File: src/rtl/fix_serializer.sv
// FIX tag=value serializer: one pair per handshake out as ASCII "tag=value<SOH>",
// with a "10=ddd<SOH>" sum-mod-256 trailer appended after the last pair of a message.
module fix_serializer #(
  parameter int          TAG_BYTES = 4,
  parameter int          VAL_BYTES = 32,
  parameter logic [7:0]  SOH_CHAR  = 8'h01,
  localparam int         TW        = 8*TAG_BYTES,
  localparam int         VW        = 8*VAL_BYTES,
  localparam int         TLW       = $clog2(TAG_BYTES+1),
  localparam int         VLW       = $clog2(VAL_BYTES+1)
) (
  input  logic           clk,
  input  logic           rst,
  input  logic           in_valid_i,
  output logic           in_ready_o,
  input  logic [TW-1:0]  tag_i,
  input  logic [TLW-1:0] tag_len_i,
  input  logic [VW-1:0]  value_i,
  input  logic [VLW-1:0] value_len_i,
  input  logic           last_i,
  output logic [7:0]     data_o,
  output logic           valid_o,
  input  logic           ready_i,
  output logic           msg_done_o,
  output logic [7:0]     checksum_o
);

  typedef enum logic [3:0] {
    S_IDLE, S_TAG, S_EQ, S_VAL, S_SOH, S_CK_TAG, S_CK_D2, S_CK_D1, S_CK_D0, S_CK_SOH
  } state_t;

  state_t         r_state, w_state_nxt;
  logic [TW-1:0]  r_tag;
  logic [VW-1:0]  r_val;
  logic [TLW-1:0] r_tlen, w_tlen_sat;
  logic [VLW-1:0] r_vlen, w_vlen_sat;
  logic           r_last;
  logic [VLW-1:0] r_idx;
  logic [7:0]     r_cksum;
  logic           r_alive;
  logic           w_xfer, w_accept;
  logic           w_tag_end, w_val_end, w_ck_end;
  logic [7:0]     w_d2, w_d1, w_d0;

  assign w_xfer   = valid_o & ready_i;
  assign w_accept = in_valid_i & in_ready_o;

  // Out-of-range lengths are clamped so a bad upstream length can never hang the FSM.
  always_comb begin
    w_tlen_sat = tag_len_i;
    if (tag_len_i == '0)                    w_tlen_sat = TLW'(1);
    else if (tag_len_i > TLW'(TAG_BYTES))   w_tlen_sat = TLW'(TAG_BYTES);
    w_vlen_sat = value_len_i;
    if (value_len_i > VLW'(VAL_BYTES))      w_vlen_sat = VLW'(VAL_BYTES);
  end

  assign w_tag_end = (r_idx == VLW'(r_tlen) - VLW'(1));
  assign w_val_end = (r_idx == r_vlen - VLW'(1));
  assign w_ck_end  = (r_idx == VLW'(2));

  // r_cksum does not move during the trailer, so the digits come straight from it.
  assign w_d2 = r_cksum / 8'd100;
  assign w_d1 = (r_cksum / 8'd10) % 8'd10;
  assign w_d0 = r_cksum % 8'd10;

  always_ff @(posedge clk or negedge rst) begin
    if (!rst) r_state <= S_IDLE;
    else      r_state <= w_state_nxt;
  end

  always_comb begin
    w_state_nxt = r_state;
    case (r_state)
      S_IDLE:   if (w_accept)             w_state_nxt = S_TAG;
      S_TAG:    if (w_xfer && w_tag_end)  w_state_nxt = S_EQ;
      S_EQ:     if (w_xfer)               w_state_nxt = (r_vlen == '0) ? S_SOH : S_VAL;
      S_VAL:    if (w_xfer && w_val_end)  w_state_nxt = S_SOH;
      S_SOH:    if (w_xfer)               w_state_nxt = r_last ? S_CK_TAG : S_IDLE;
      S_CK_TAG: if (w_xfer && w_ck_end)   w_state_nxt = S_CK_D2;
      S_CK_D2:  if (w_xfer)               w_state_nxt = S_CK_D1;
      S_CK_D1:  if (w_xfer)               w_state_nxt = S_CK_D0;
      S_CK_D0:  if (w_xfer)               w_state_nxt = S_CK_SOH;
      S_CK_SOH: if (w_xfer)               w_state_nxt = S_IDLE;
      default:                            w_state_nxt = S_IDLE;
    endcase
  end

  always_comb begin
    data_o     = 8'h00;
    valid_o    = (r_state != S_IDLE);
    in_ready_o = (r_state == S_IDLE) & r_alive;
    msg_done_o = (r_state == S_CK_SOH) & ready_i;
    checksum_o = r_cksum;
    case (r_state)
      S_TAG:    data_o = r_tag[TW-1 -: 8];
      S_EQ:     data_o = 8'h3D;
      S_VAL:    data_o = r_val[VW-1 -: 8];
      S_SOH:    data_o = SOH_CHAR;
      S_CK_TAG: data_o = (r_idx == '0) ? 8'h31 : (r_idx == VLW'(1)) ? 8'h30 : 8'h3D;
      S_CK_D2:  data_o = 8'h30 + w_d2;
      S_CK_D1:  data_o = 8'h30 + w_d1;
      S_CK_D0:  data_o = 8'h30 + w_d0;
      S_CK_SOH: data_o = SOH_CHAR;
      default:  data_o = 8'h00;
    endcase
  end

  // Tag/value are shifted left per transfer so the next char always sits in the top byte.
  always_ff @(posedge clk or negedge rst) begin
    if (!rst) begin
      r_tag   <= '0;
      r_val   <= '0;
      r_tlen  <= '0;
      r_vlen  <= '0;
      r_last  <= 1'b0;
      r_idx   <= '0;
      r_cksum <= '0;
      r_alive <= 1'b0;
    end else begin
      r_alive <= 1'b1;
      if (w_accept) begin
        r_tag  <= tag_i;
        r_val  <= value_i;
        r_tlen <= w_tlen_sat;
        r_vlen <= w_vlen_sat;
        r_last <= last_i;
        r_idx  <= '0;
      end else if (w_xfer) begin
        if (r_state == S_TAG) r_tag <= r_tag << 8;
        if (r_state == S_VAL) r_val <= r_val << 8;
        r_idx <= (w_state_nxt != r_state) ? '0 : r_idx + VLW'(1);
        case (r_state)
          S_TAG, S_EQ, S_VAL, S_SOH: r_cksum <= r_cksum + data_o;
          S_CK_SOH:                  r_cksum <= '0;
          default:                   r_cksum <= r_cksum;
        endcase
      end
    end
  end

endmodule

File: config.mk
export PLATFORM = sky130hd
export DESIGN_NAME = fix_serializer
export DESIGN_NICKNAME = d
export VERILOG_FILES = /design/src/rtl/fix_serializer.sv
export SDC_FILE = /design/constraint.sdc
export NUM_CORES = 1
export LEC_CHECK = 0
export ABC_AREA = 1
export CAP_MARGIN = 15
export CORE_ASPECT_RATIO = 1.1
export CORE_MARGIN = 2
export CORE_UTILIZATION = 48
export DETAILED_ROUTE_END_ITERATION = 10
export GPL_TIMING_DRIVEN = 0
export PLACE_DENSITY = 0.78
export SYNTH_ARGS = -nofsm -noshare
export SYNTH_HDL_FRONTEND = slang
export SYNTH_SLANG_ARGS = --single-unit
File: constraint.sdc
create_clock -name clk -period 3.9 [get_ports clk]
set_input_delay 0.78 -clock clk [delete_from_list [all_inputs] [get_ports clk]]
set_output_delay 0.78 -clock clk [all_outputs]
set_load 0.01 [all_outputs]
==> results of run 1 <==
[repair_timing]
| action | CTS | global route |
|---|---|---|
| pin swaps | 34 | 41 |
| resized for setup | 61 | 53 |
| setup buffers | 35 | 11 |
| hold endpoints to repair | 0 | 0 |
| endpoints found under the setup margin | 14 | 18 |
[routing by layer]
metal	share of wire, %	track usage (%)	vias to the layer above
li1	-	-	7827
met1	38	34.8	7910
met2	50	52.2	690
met3	7.2	5.66	162
met4	4.4	12.1	6
met5	0.078	0	-
[area by class of cell]
type / count / area, um2 / area share [%]
clock inverters: 13 / 139 / 0.623
repair buffers: 368 / 3620 / 16.2
flip-flops and latches: 317 / 7940 / 35.6
well taps: 438 / 548 / 2.46
diodes: 7 / 17.5 / 0.0786
multi-input cells: 1394 / 7180 / 32.2
plain buffers: 125 / 477 / 2.14
clock buffers: 47 / 1010 / 4.54
inverters: 357 / 1350 / 6.06
[cell usage after synthesis (all sizes together) (3+ instances only)]
cell type / number
o2111ai: 6
nor3: 12
xnor2: 7
o21bai: 3
inv: 356
ha: 18
o211ai: 17
nand4: 7
nand2: 561
o21ai: 378
nand3: 243
nor2: 53
buf: 5
a221oi: 5
clkbuf: 120
xor2: 12
o22ai: 8
dfrtp: 317
a21oi: 49
[critical path: cells and delay by family, from the launching register on]
family / cells / cell delay, ns
buffers and inverters: 3 / 0.33
flip-flops: 1 / 0.50
adder cells (fa/ha/maj): 2 / 0.34
AO/OA/AOI/OAI: 6 / 0.98
AND/OR/NAND/NOR: 17 / 1.56
[power breakdown]
group          internal (W)  switching (W)
Clock               0.00196        0.00138
Sequential          0.00490        0.00100
Combinational       0.00368        0.00549
Total                0.0105        0.00787
[state kept, by name, summed over array words and instances, names as in the netlist]
register	count
r_alive	1
r_tag	32
r_val	256
r_vlen	6
checksum_o	8
r_last	1
r_tlen	3
r_idx	6
r_state	4
[final timing paths]
check                              startpoint            end  slack, ns
worst min register to register       r_tag[7]       r_tag[7]       0.47
worst max-delay path            checksum_o[5]      data_o[6]      -1.13
max in group asynchronous                 rst      r_tag[14]       2.49
worst min-delay path                      rst      r_val[74]       0.30
min in group clk                     r_tag[7]       r_tag[7]       0.47
worst max register to register  checksum_o[5]  checksum_o[7]      -1.05
[per-stage QoR]
stage	instances	total power [W]	setup TNS (ns)
3_5_place_dp	2953	0.0133	-6.76
5_1_grt	3063	0.0198	-13.37
3_3_place_gp	2951	0.0130	-3643.67
2_1_floorplan	2193	0.0110	-0.488
4_1_cts	3048	0.0174	-8.08
6_report	3066	0.0184	-10.18
[kinds of logic (layout without fill, tap and decap cells)]
kind of cell             after synthesis  after routing  share of synthesized area (%)
AO/OA/AOI/OAI                        473            473                           15.3
XOR/XNOR                              19             19                           1.01
adder cells (fa/ha/maj)               19             19                           1.49
buffers and inverters                482            910                           11.0
flip-flops                           317            317                           48.1
other                                  1              8                         0.0227
AND/OR/NAND/NOR                      882            882                           23.0
==> flow_summary.ini, run 1 <==
[run_status]
outcome = finished, violations left
violations = negative setup slack

[placement]
io_buffer_count = 320
gp_congestion = 0.965
dpl.hpwl_um = 40200
place_area_um2 = 20400
dp_slack_ns = -1.07

[sta]
hold_slack_ns = 0.300
post-route-period-util_pct = 129
setup_slack_ns = -1.13
relSlewSlack_pct = 37.5
fin_worst_skew_ns = 0.0186
hold_viol_final = 0
rsz0062_at_grt = yes
slew_violations = 0
worst_pin_slew_ns = 0.934
finalCriticalPeriod_ns = 5.03
setup_violations = 15
fmax_ghz = 0.199

[clock_network]
cts_buffer_depth = 3
path_clk_slew_ns = 0.08
htreeDepth = 2
cts_tree = done
postCtsHoldBufs = 0
clock_latency_ns = 0.53
clockRootBuffer = clkbuf_16
cts.sinks = 317
cts_made_buffers = 36

[synthesis]
synthCells = 2193
yosys_warnings = 0
syn_avg_cell_area_um2 = 7.52
syn-cell-area_um2 = 16500
synth-edff-count = 0
syn_nets = 2514
synth-seq-cells = 317
synth_seq_area_share_pct = 48.1
async_reset_ff_share_pct = 100
dominantRegCellSynth = dfrtp_1
netlist.top_cell.by_area = dfrtp_1
yosys-top-cells-area = dfrtp_1, nand2_1, o21ai_0
synth_top_area_share_pct = 48.1
netlist-cell-type-count = 48

[die]
die-area_um2 = 35900
rows = 71
core_um2 = 34000
die_h_um = 198
start_util_pct = 48.5
die_x_um = 181
io_pins = 321

[job]
maxCapViolCount = 0

[final_layout]
final_common_cell = nand2_1
area_delta_synth_final_pct = 35.0
drive_above_1_share_pct = 8.32
final_cell_area_um2 = 22300
final_cell_mix = nand2_1, o21ai_0, inv_1
final.fill_count = 2844
post-route-util_pct = 65.5
layout.nets = 2920

[setup_path]
path_common_cell = nand2_4
crit_slowest_cell = dfrtp_2
critPathCaptureType = output pin
startpoint_type = register
critPathMaxStageDelay_ns = 0.50
required_ns = 3.12
worst_r2r_path_depth = 36
crit_arrival_ns = 4.25
cp_max_fo = 7
path_class = reg2out

[grt]
grt_antenna_before_repair = 10
grt_pass1_wl_um = 83800
grt_max_degree = 121
grt-ovfl-total = 0
grt_use_total_pct = 29.3
first_global_vias = 16700

[drt]
drt_first_pass_iters = 6
viasPerCell = 5.41
wl_per_cell_um = 17.9
drcViolationCount = 0
drt_iter0_markers = 1170
drtAntennaViolNets = 0
routed_wl_um = 54900
via_count = 16600

[power]
vdd_ir_drop_max_mv = 0.500
leakage_nw = 10.6
power_per_cell_area_nw_per_um2 = 827

[hold_path]
min_path_type = in2async
(Power assumes the default switching activity.)
==> run 2: changes to the inputs <==
CORE_ASPECT_RATIO = default   (was 1.1)
==> flow_summary.ini, run 2 (synthesized netlist as in run 1, its figures left out) <==
[run_status]
outcome = finished, violations left
violations = negative setup slack

[drt]
viasPerCell = 5.33
via_count = 16400
drt_first_pass_iters = 5
wl_per_cell_um = 17.4
drt_iter0_markers = 1154
drtAntennaViolNets = 0
routed_wl_um = 53500
drcViolationCount = 0

[final_layout]
final_common_cell = nand2_1
drive_above_1_share_pct = 8.17
regArea_um2 = 7940
final.fill_count = 2803
final_cell_mix = nand2_1, o21ai_0, inv_1
largest_reg_flops = 256
largest-register = r_val
layout.nets = 2916
area_delta_synth_final_pct = 34.6
final_cell_area_um2 = 22200
multi_input_area_um2 = 7200

[clock_network]
postCtsHoldBufs = 0
cts_buffer_depth = 3
cts.sinks = 317
cts_made_buffers = 36
clock_latency_ns = 0.53
htreeDepth = 2
cts_tree = done
path_clk_slew_ns = 0.05
clockRootBuffer = clkbuf_16

[sta]
rsz0062_at_grt = yes
hold_viol_final = 0
worst_pin_slew_ns = 0.941
slew_violations = 0
relSlewSlack_pct = 37.3
finalCriticalPeriod_ns = 4.92
post-route-period-util_pct = 126
fmax_ghz = 0.203
setup_violations = 14
setup_tns_ns = -8.78
fin_worst_skew_ns = 0.0252
setup_slack_ns = -1.02

[setup_path]
path_common_cell = nand2_4
critPathCaptureType = register
startpoint_type = register
rr_startpoint = checksum_o[5]
required_ns = 4.29
r2r-end = checksum_o[7]
cp_max_fo = 6
critPathMaxStageDelay_ns = 0.49
crit_slowest_cell = dfrtp_2
reg2reg_slack_ns = -1.02
worst_r2r_path_depth = 35
crit_arrival_ns = 5.32
path_class = reg2reg

[hold_path]
min_path_type = in2async

[grt]
grt_antenna_before_repair = 17
grt_pass1_wl_um = 82900
grt_use_total_pct = 29.1
grt_max_degree = 123
first_global_vias = 16400
grt-ovfl-total = 0

[power]
power_per_cell_area_nw_per_um2 = 814
leakage_nw = 10.6
vdd_ir_drop_max_mv = 0.467

[placement]
place_area_um2 = 20400
io_buffer_count = 320
dpl.hpwl_um = 39000
gp_congestion = 0.946

[die]
die-area_um2 = 35900
die_h_um = 189
die_x_um = 189
io_pins = 321
start_util_pct = 49.0
rows = 67
core_um2 = 33700

[job]
maxCapViolCount = 0
-- run 2: changes by cell type in the layout (fill, tap and decap cells not counted), moves of 3 or more --
cell / change
clkinv_2: +4
clkbuf_1: +5
nand3_2: +4
diode_2: +7
buf_4: -3
buf_6: -4
-- run 2: routing by layer --
layer  routed length (um)  vias up  GRT usage (%)
met1                21300     7785           36.3
met2                25900      653           50.2
met5                   58        -              0
met3                 3960      144           5.62
li1                     -     7838              -
met4                 2180        8           11.0
-- run 2: power by group --
group / total (W) / switching (W) / internal (W)
clock: 0.00314 / 0.00134 / 0.00180
combinational: 0.00901 / 0.00533 / 0.00368
sequential: 0.00593 / 0.00103 / 0.00490
-- run 2: cell type report --
type	count	area share, %
diodes	14	0.158
well taps	448	2.52
plain buffers	125	2.15
inverters	357	6.09
flip-flops and latches	317	35.7
multi-input cells	1394	32.4
repair buffers	364	16.1
clock buffers	50	4.52
clock inverters	12	0.338
-- run 2: metrics by stage --
stage / std cells / hold slack (ns) / utilization [%] / setup WS (ns) / total power (W)
5_1_grt: 3077 / 0.441 / 65.9 / -1.35 / 0.0195
6_report: 3081 / 0.351 / 65.9 / -1.02 / 0.0181
2_1_floorplan: 2193 / 0.437 / - / -0.369 / 0.0110
4_1_cts: 3055 / 0.393 / 64.9 / -1.03 / 0.0172
3_5_place_dp: 2963 / 0.457 / 60.5 / -1.10 / 0.0133
3_3_place_gp: 2961 / 0.453 / 60.3 / -12.73 / 0.0130
-- run 2: worst max-delay path, delay by kind of cell (launching register included) --
| family | cells | cell delay [ns] |
|---|---|---|
| buffers and inverters | 4 | 0.23 |
| xor gates and xnor gates | 1 | 0.19 |
| DFF | 1 | 0.49 |
| AOI/OAI and AO/OA | 7 | 1.32 |
| adders and majority gates | 1 | 0.36 |
| and+or+nand+nor | 22 | 2.23 |
-- run 2: repair_timing --
| item | in CTS | in global routing |
|---|---|---|
| pin swaps | 29 | 41 |
| endpoints found under the setup margin | 14 | 70 |
| gates resized for setup | 64 | 52 |
| buffers inserted | 30 | 13 |
-- run 2: worst max-delay path by stage --
stage / startpoint / endpoint / slack [ns]
after floorplan: checksum_o[7] / checksum_o[7] / -0.37
after global placement: rst / checksum_o[5] / -12.73
after detailed placement: checksum_o[5] / data_o[6] / -1.10
after CTS: checksum_o[7] / data_o[6] / -1.03
after global routing: checksum_o[5] / checksum_o[7] / -1.35
final: checksum_o[5] / checksum_o[7] / -1.02
==> run 3: changes to the inputs <==
SLEW_MARGIN = 20   (was default)
==> flow_summary.ini, run 3 (synthesized netlist as in run 1, its figures left out) <==
[setup_path]
critPathCaptureType = output pin
reg2reg_slack_ns = -0.95
path_common_cell = nand2_2
crit_slowest_cell = dfrtp_1
cp_max_fo = 8
r2r-end = checksum_o[7]
required_ns = 3.12
worst_r2r_path_depth = 40
critPathMaxStageDelay_ns = 0.36
crit_arrival_ns = 4.12
startpoint_type = register
path_class = reg2out
rr_startpoint = checksum_o[7]

[sta]
finalCriticalPeriod_ns = 4.90
post-route-period-util_pct = 126
setup_violations = 14
setup_slack_ns = -0.999
fin_worst_skew_ns = 0.0181
hold_viol_final = 0
worst_pin_slew_ns = 0.888
setup_tns_ns = -9.15
rsz0062_at_grt = yes
hold_slack_ns = 0.137
fmax_ghz = 0.204
slew_violations = 0
relSlewSlack_pct = 40.8

[grt]
grt_max_degree = 104
grt_pass1_wl_um = 83400
grt-ovfl-total = 0
grt_busiest_layer = met2
grt_antenna_before_repair = 18
use_met2_pct = 50.4
use_met1_pct = 36.5
grt_use_total_pct = 29.3
met3_usage_pct = 6.14
first_global_vias = 16200

[drt]
routed_wl_um = 54100
drt_first_pass_iters = 6
via_count = 16600
drtAntennaViolNets = 0
drt_iter0_markers = 1241
viasPerCell = 5.37
drcViolationCount = 0
wl_per_cell_um = 17.5

[final_layout]
layout.nets = 2922
final.fill_count = 2816
final_cell_mix = nand2_1, o21ai_0, inv_1
area_delta_synth_final_pct = 35.1
largest-register = r_val
largest_reg_flops = 256
drive_above_1_share_pct = 8.08
final_common_cell = nand2_1

[clock_network]
htreeDepth = 2
cts_buffer_depth = 3
path_clk_slew_ns = 0.06
cts_tree = done
cts.sinks = 317
clockRootBuffer = clkbuf_16
clock_latency_ns = 0.52
postCtsHoldBufs = 0
cts_made_buffers = 37

[die]
die_h_um = 189
die-area_um2 = 35900
io_pins = 321
start_util_pct = 49.0
die_x_um = 189
core_um2 = 33700
rows = 67

[power]
netSwitchingPower_w = 0.00768
p_comb_share_pct = 48.9
leakage_nw = 10.7
clockPowerShare_pct = 18.6
intPower_w = 0.0106
seqPwrFrac_pct = 32.5
power_per_cell_area_nw_per_um2 = 818
vdd_ir_drop_max_mv = 0.444
swShare_pct = 42.1
power.total_w = 0.0182

[placement]
io_buffer_count = 320
dp_slack_ns = -1.13
gp_congestion = 0.946
dpl.hpwl_um = 39100

[job]
maxCapViolCount = 0

[run_status]
violations = negative setup slack
outcome = finished, violations left

[hold_path]
min_path_type = in2async
run 3: changes by cell type in the layout (fill, tap and decap cells not counted), moves of 3 or more:
cell,previous run,this run
nor2_1,45,48
clkbuf_8,5,8
clkbuf_1,129,126
buf_4,41,45
nor2_2,6,3
clkinv_2,10,7
run 3: worst max-delay path by stage:
stage	slack, ns	start	end
final	-1.0	checksum_o[7]	data_o[6]
after floorplan	-0.37	checksum_o[7]	checksum_o[7]
after global routing	-1.25	checksum_o[7]	checksum_o[7]
after CTS	-1.05	checksum_o[7]	data_o[6]
after detailed placement	-1.13	checksum_o[5]	data_o[6]
after global placement	-12.73	rst	checksum_o[5]
run 3: metrics by stage:
| step | instance area (um2) | instances | util, % |
|---|---|---|---|
| after global placement | 20300 | 2961 | 60.3 |
| after global routing | 22300 | 3082 | 66.1 |
| final | 22300 | 3084 | 66.1 |
| after CTS | 21900 | 3051 | 65.1 |
| after floorplan | 16600 | 2193 | - |
| after detailed placement | 20400 | 2964 | 60.6 |
run 3: power groups by stage:
stage / clock network [W] / registers, W / logic, W
2_1_floorplan: 0 / 0.00559 / 0.00543
5_1_grt: 0.00355 / 0.00606 / 0.00997
6_report: 0.00339 / 0.00593 / 0.00892
4_1_cts: 0.00342 / 0.00588 / 0.00815
3_3_place_gp: 0 / 0.00590 / 0.00709
3_5_place_dp: 0 / 0.00592 / 0.00739
run 3: layer usage:
metal	vias to the layer above	share of wire, %
li1	7855	-
met1	7917	40
met2	627	49
met3	143	7.3
met4	12	4.1
met5	-	0.16
run 3: cell type report:
type,count,area [um2],area share [%]
Tap cell,448,561,2.52
Sequential cell,317,7940,35.6
Timing Repair Buffer,369,3620,16.3
Antenna cell,12,30.0,0.135
Inverter,357,1350,6.06
Clock inverter,11,113,0.505
Clock buffer,51,1060,4.75
Buffer,125,477,2.14
Multi-Input combinational cell,1394,7140,32.0
run 3: critical path, delay by kind of cell (launching register included):
kind | cells | cell delay [ns]
and+or+nand+nor | 18 | 1.46
AOI/OAI and AO/OA | 6 | 0.79
adders and majority gates | 2 | 0.36
buffers and inverters | 7 | 0.63
DFF | 1 | 0.36
run 3: timing repair:
action,4_1_cts,5_1_grt
setup buffers,25,21
gates resized for setup,64,39
pin swaps,35,32
endpoints found under the setup margin,14,94
==> patch 1, RTL diff (settings of run 2) <==
Reset style: synchronous (`rst`), changed in 2 clocked blocks.
--- a/src/rtl/fix_serializer.sv
+++ b/src/rtl/fix_serializer.sv
@@ -63,7 +63,7 @@
   assign w_d1 = (r_cksum / 8'd10) % 8'd10;
   assign w_d0 = r_cksum % 8'd10;
 
-  always_ff @(posedge clk or negedge rst) begin
+  always_ff @(posedge clk) begin
     if (!rst) r_state <= S_IDLE;
     else      r_state <= w_state_nxt;
   end
@@ -106,7 +106,7 @@
   end
 
   // Tag/value are shifted left per transfer so the next char always sits in the top byte.
-  always_ff @(posedge clk or negedge rst) begin
+  always_ff @(posedge clk) begin
     if (!rst) begin
       r_tag   <= '0;
       r_val   <= '0;
Function: differs if rst is asserted again (counterexample within 4 cycles, from zero or initial values and one cycle with rst low); with rst held inactive, the same outputs for 4 cycles.
==> patch 1 against run 2 <==
The flow still finishes with violations (negative setup slack). Critical path type unchanged. Wire length shrank 10%. Area after synthesis fell by 14%. Worst setup slack better by 0.00082 ns. Clock skew is 0.010 ns lower. Via count decreased by 7.1%. Sequential cell count unchanged. Highest routed layer unchanged. Design area shrank 11%.
Power is not compared: it rests on default switching activity, and its combinational part moved more than twofold at a synthesized area within 25%.
==> patch 1: results (changes against run 2) <==
- Grt met2 use: 52.1% (+1.9 points)
- # setup viols final: 14 (unchanged)
- Clk_skew: 0.0151 ns (-0.0102 ns)
- Post-synth top cells: nand2_1 (865), dfxtp_1 (317), a31oi_1 (240)
- N_diodes: 8 (-6)
- Seq Cell Count: 317 (unchanged)
- Post-synthesis adder-cell area fraction: 1.73% (+0.24 points)
- Clk tree area frac: 5.84% (+0.99 points)
- Gr usage total: 29.6% (+0.42 points)
- Worst r2r src: checksum_o[7]
- Slew HR: 40.0% (+2.7 points)
- Final Wtd Congestion: 0.906 (-4.2%)
- Non-clock buffers: 491 (+0.41%)
- Top cells by area, synth: dfxtp_1 (45%), nand2_1 (23%), a31oi_1 (11%)
- Layout cell share with drive strength beyond 1: 8.67% (+0.50 points)
- Layout Nets: 2720 (-6.7%)
- Routed WL: 48000 um (-10%)
- Failing checks: negative setup slack
- Reg2Reg Capture Point: checksum_o[7]
- M1 WL: 19400 um (-8.9%)
- CP max stage delay: 0.42 ns (-0.07 ns)
- Clock buffer count: 53 (+6.0%)
- Routing usage on met1: 35.2% (-1.1 points)
- Outcome: complete, but fails checks
- Unique masters post-synth: 49 (+2.1%)
- Num CTS Buffers: 34 (-5.6%)
- Compound-Gate Fraction of Synth Area: 17.3% (+2.0 points)
- DR vias: 15300 (-7.1%)
- Crit path arrival time: 5.37 ns (+0.05 ns)
- Syn nets: 2324 (-7.6%)
- Metal2 WL: 23400 um (-9.9%)
- Post-DP HPWL: 35200 um (-9.9%)
- Critical Path End: checksum_o[7]
- Setup_tns: -7.79 ns (+0.988 ns)
- First-iteration detailed-routing DRC count: 1204 (+4.3%)
- Pre-CTS setup slack: -0.891 ns (+0.210 ns)
- Wire length of the first global-routing pass: 73700 um (-11%)
- Multi-input logic portion of the cell area: 37.8% (+5.4 points)
- Synth Area in XOR/XNOR: 1.17% (+0.17 points)
- Seq area share: 32.1% (-3.7 points)
- Buffer share of cell area: 20.2% (+1.9 points)
- Register area share after synthesis: 44.8% (-3.3 points)
- Invs w/o clock: 77 (-78%)
- Clk slew on worst S/H paths: 0.06 ns
- Cells after Synth: 2003 (-8.7%)
- Final Non-Filler Cells: 2814 (-8.7%)
- Antenna violations before repair: 9 (-8)
- Post-route setup slack: -1.02 ns (+0.000820 ns)
- Tightest Hold Check Type: reg2reg
- Worst reg2reg path depth: 42 (+20%)
- Ys async rst share: 0% (-100 points)
- CP max stage cell: dfxtp_4
- # fillers: 2415 (-14%)
- GR Util met3: 5.91% (+0.29 points)
- Multi-In Gates: 1478 (+6.0%)
- DP Area: 17900 um2 (-12%)
- Die width: 176 um (-7.2%)
[patch 1: cell types whose count changed in the layout (fill, tap and decap cells not counted), moves of 6 or more]
| cell | run 2 | this run |
|---|---|---|
| a22oi_1 | 0 | 19 |
| dfrtp_1 | 314 | 0 |
| nand2_1 | 528 | 853 |
| dfxtp_1 | 0 | 313 |
| clkbuf_8 | 5 | 12 |
| nand3_1 | 231 | 18 |
| nor2_1 | 45 | 80 |
| o211ai_1 | 16 | 3 |
| a31oi_1 | 0 | 240 |
| clkinv_2 | 10 | 3 |
| a21oi_1 | 39 | 65 |
| inv_1 | 343 | 61 |
| diode_2 | 14 | 8 |
| o21ai_0 | 369 | 34 |
[patch 1: logic make-up (layout without fill, tap and decap cells)]
| family | Yosys count | in the layout |
|---|---|---|
| buffers and inverters | 208 | 627 |
| XOR/XNOR | 19 | 19 |
| adder cells (fa/ha/maj) | 19 | 19 |
| AO/OA/AOI/OAI | 400 | 400 |
| AND/OR/NAND/NOR | 1040 | 1040 |
| flip-flops | 317 | 317 |
| other | 0 | 8 |
[patch 1: worst min path at each step]
stage	start	depth (start not counted)	end	slack, ns
floorplan	r_tag[0]	2	r_tag[0]	0.44
global placement	r_val[2]	2	r_val[2]	0.45
detailed placement	r_val[4]	2	r_val[4]	0.45
CTS	r_val[4]	2	r_val[4]	0.46
global route	r_tag[3]	2	r_tag[3]	0.48
finish	r_val[7]	2	r_val[7]	0.46
[patch 1: metrics by stage]
stage               util (%)  power (mW)
floorplan                  -        3.89
global placement        62.0        4.36
detailed placement      62.0        4.37
CTS                     67.2        7.66
global route            68.7        7.88
finish                  68.7        7.63
[patch 1: repair_timing]
item | in CTS | in global routing
endpoints found under the hold margin | 0 | 0
buffers inserted | 23 | 17
endpoints found under the setup margin | 14 | 16
resized for setup | 67 | 55
pin swaps | 27 | 45
==> patch 2, RTL diff (flow settings as in run 2) <==
Made on the original files. `TAG_BYTES`: 4 -> 8.
--- a/src/rtl/fix_serializer.sv
+++ b/src/rtl/fix_serializer.sv
@@ -1,7 +1,7 @@
 // FIX tag=value serializer: one pair per handshake out as ASCII "tag=value<SOH>",
 // with a "10=ddd<SOH>" sum-mod-256 trailer appended after the last pair of a message.
 module fix_serializer #(
-  parameter int          TAG_BYTES = 4,
+  parameter int          TAG_BYTES = 8,
   parameter int          VAL_BYTES = 32,
   parameter logic [7:0]  SOH_CHAR  = 8'h01,
   localparam int         TW        = 8*TAG_BYTES,
Ports: changed (resized tag_i and tag_len_i); port bits go from 321 to 354. The function was not compared with the original's and may differ.
==> patch 2 against run 2 <==
The run still ends with negative setup slack left. Non-clock buffer count rose by 45. Global-route usage is 0.11 points higher. Design area up 8.8%. Sequential cell count rose by 33. Area after synthesis grew 8.9%. Worst setup slack worse by 0.0064 ns. Sequential share of layout area rose by 0.51 points. Wire length grew 9.7%. Power rose by 8.0%. Largest cell class unchanged.
==> patch 2: results (changes against run 2) <==
- Routed vias/inst: 5.38 (+0.99%)
- Top cells by area, synth: dfrtp_1 (49%), o21ai_0 (12%), nand2_1 (12%)
- Post-DP HPWL: 43000 um (+10%)
- Post-route setup slack: -1.03 ns (-0.00643 ns)
- Count of buffers from port buffering: 353 (+10%)
- Slew HR: 43.9% (+6.6 points)
- Post-synth top cells: nand2_1 (561), o21ai_0 (429), inv_1 (378)
- Vias in the first global route: 17500 (+6.8%)
- First-iteration detailed-routing DRC count: 1057 (-8.4%)
- # setup viols final: 15 (+1)
- Outcome: complete, but fails checks
- Placed cells: 3202 (+8.1%)
- Worst reg2reg path depth: 44 (+26%)
- WHS: 0.207 ns (-0.143 ns)
- Cells after Synth: 2378 (+8.4%)
- Register area share after synthesis: 48.7% (+0.66 points)
- Layout cell share with drive strength beyond 1: 7.47% (-0.70 points)
- Synth Area in XOR/XNOR: 1.27% (+0.26 points)
- Num CTS Buffers: 39 (+8.3%)
- Leak: 11.5 nW (+8.5%)
- Failing checks: negative setup slack
- Wire length of the first global-routing pass: 89300 um (+7.8%)
- Final Wtd Congestion: 0.926 (-2.1%)
- Antenna violations before repair: 15 (-2)
- Worst-path fanout max: 7 (+1)
- Syn nets: 2731 (+8.6%)
- Compound-Gate Fraction of Synth Area: 15.9% (+0.55 points)
- Reg2Reg Setup Slack: -0.96 ns (+0.06 ns)
- Clk_skew: 0.0167 ns (-0.00855 ns)
- Crit path arrival time: 4.15 ns (-1.17 ns)
- Largest net degree at the start of global routing: 94 (-24%)
- Post-synthesis adder-cell area fraction: 1.29% (-0.19 points)
- Clock latency on the worst-skew pair: 0.55 ns (+0.02 ns)
-- patch 2: power by group --
group          internal (mW)  switching, mW  leakage, nW
Sequential              5.39           1.07         4.11
Clock                   2.12           1.51        0.607
Combinational           3.81           5.61         6.78
-- patch 2: through the flow --
step           cell area, um2  setup slack, ns
6_report                24200            -1.03
4_1_cts                 23900           -0.744
2_1_floorplan           18000           -0.338
5_1_grt                 24200            -1.30
3_5_place_dp            22200            -1.09
3_3_place_gp            22100           -14.47
-- patch 2: cell type report --
cell class / count / area, um2 / area share (%)
antenna: 10 / 25.0 / 0.104
buffer: 139 / 522 / 2.16
clock buffer: 54 / 1110 / 4.60
clock inverter: 12 / 123 / 0.507
inverter: 385 / 1450 / 6.01
multi-input combinational: 1504 / 7700 / 31.9
sequential: 350 / 8760 / 36.2
tap: 468 / 586 / 2.42
timing repair buffer: 395 / 3890 / 16.1
-- patch 2: routing by layer --
layer | vias up | GRT usage (%) | share of wire [%]
met5 | - | 0 | 0.095
met4 | 8 | 11.0 | 3.4
met3 | 138 | 7.29 | 8.6
met2 | 706 | 49.7 | 49
met1 | 8529 | 36.0 | 39
li1 | 8481 | - | -
-- patch 2: how the worst max path moves through the flow --
stage | start | to | slack, ns | cells past startpoint
floorplan | checksum_o[5] | checksum_o[7] | -0.34 | 38
global placement | rst | checksum_o[7] | -14.47 | 1
detailed placement | checksum_o[6] | checksum_o[7] | -1.09 | 39
CTS | checksum_o[7] | data_o[6] | -0.74 | 32
global route | checksum_o[7] | checksum_o[7] | -1.30 | 44
finish | checksum_o[7] | data_o[7] | -1.03 | 32
-- patch 2: logic make-up after synthesis --
logic type      count (synthesis)
compound gates                546
fa+ha+maj                      18
xor+xnor                       26
simple gates                  913
flops                         350
other cells                     1
buf+inv                       524
-- patch 2: timing repair --
action	in CTS	in global routing
gates resized for setup	95	34
hold buffers	0	0
hold endpoints to repair	0	0
setup endpoints to repair	14	34
pin swaps	25	16
buffers inserted	25	15
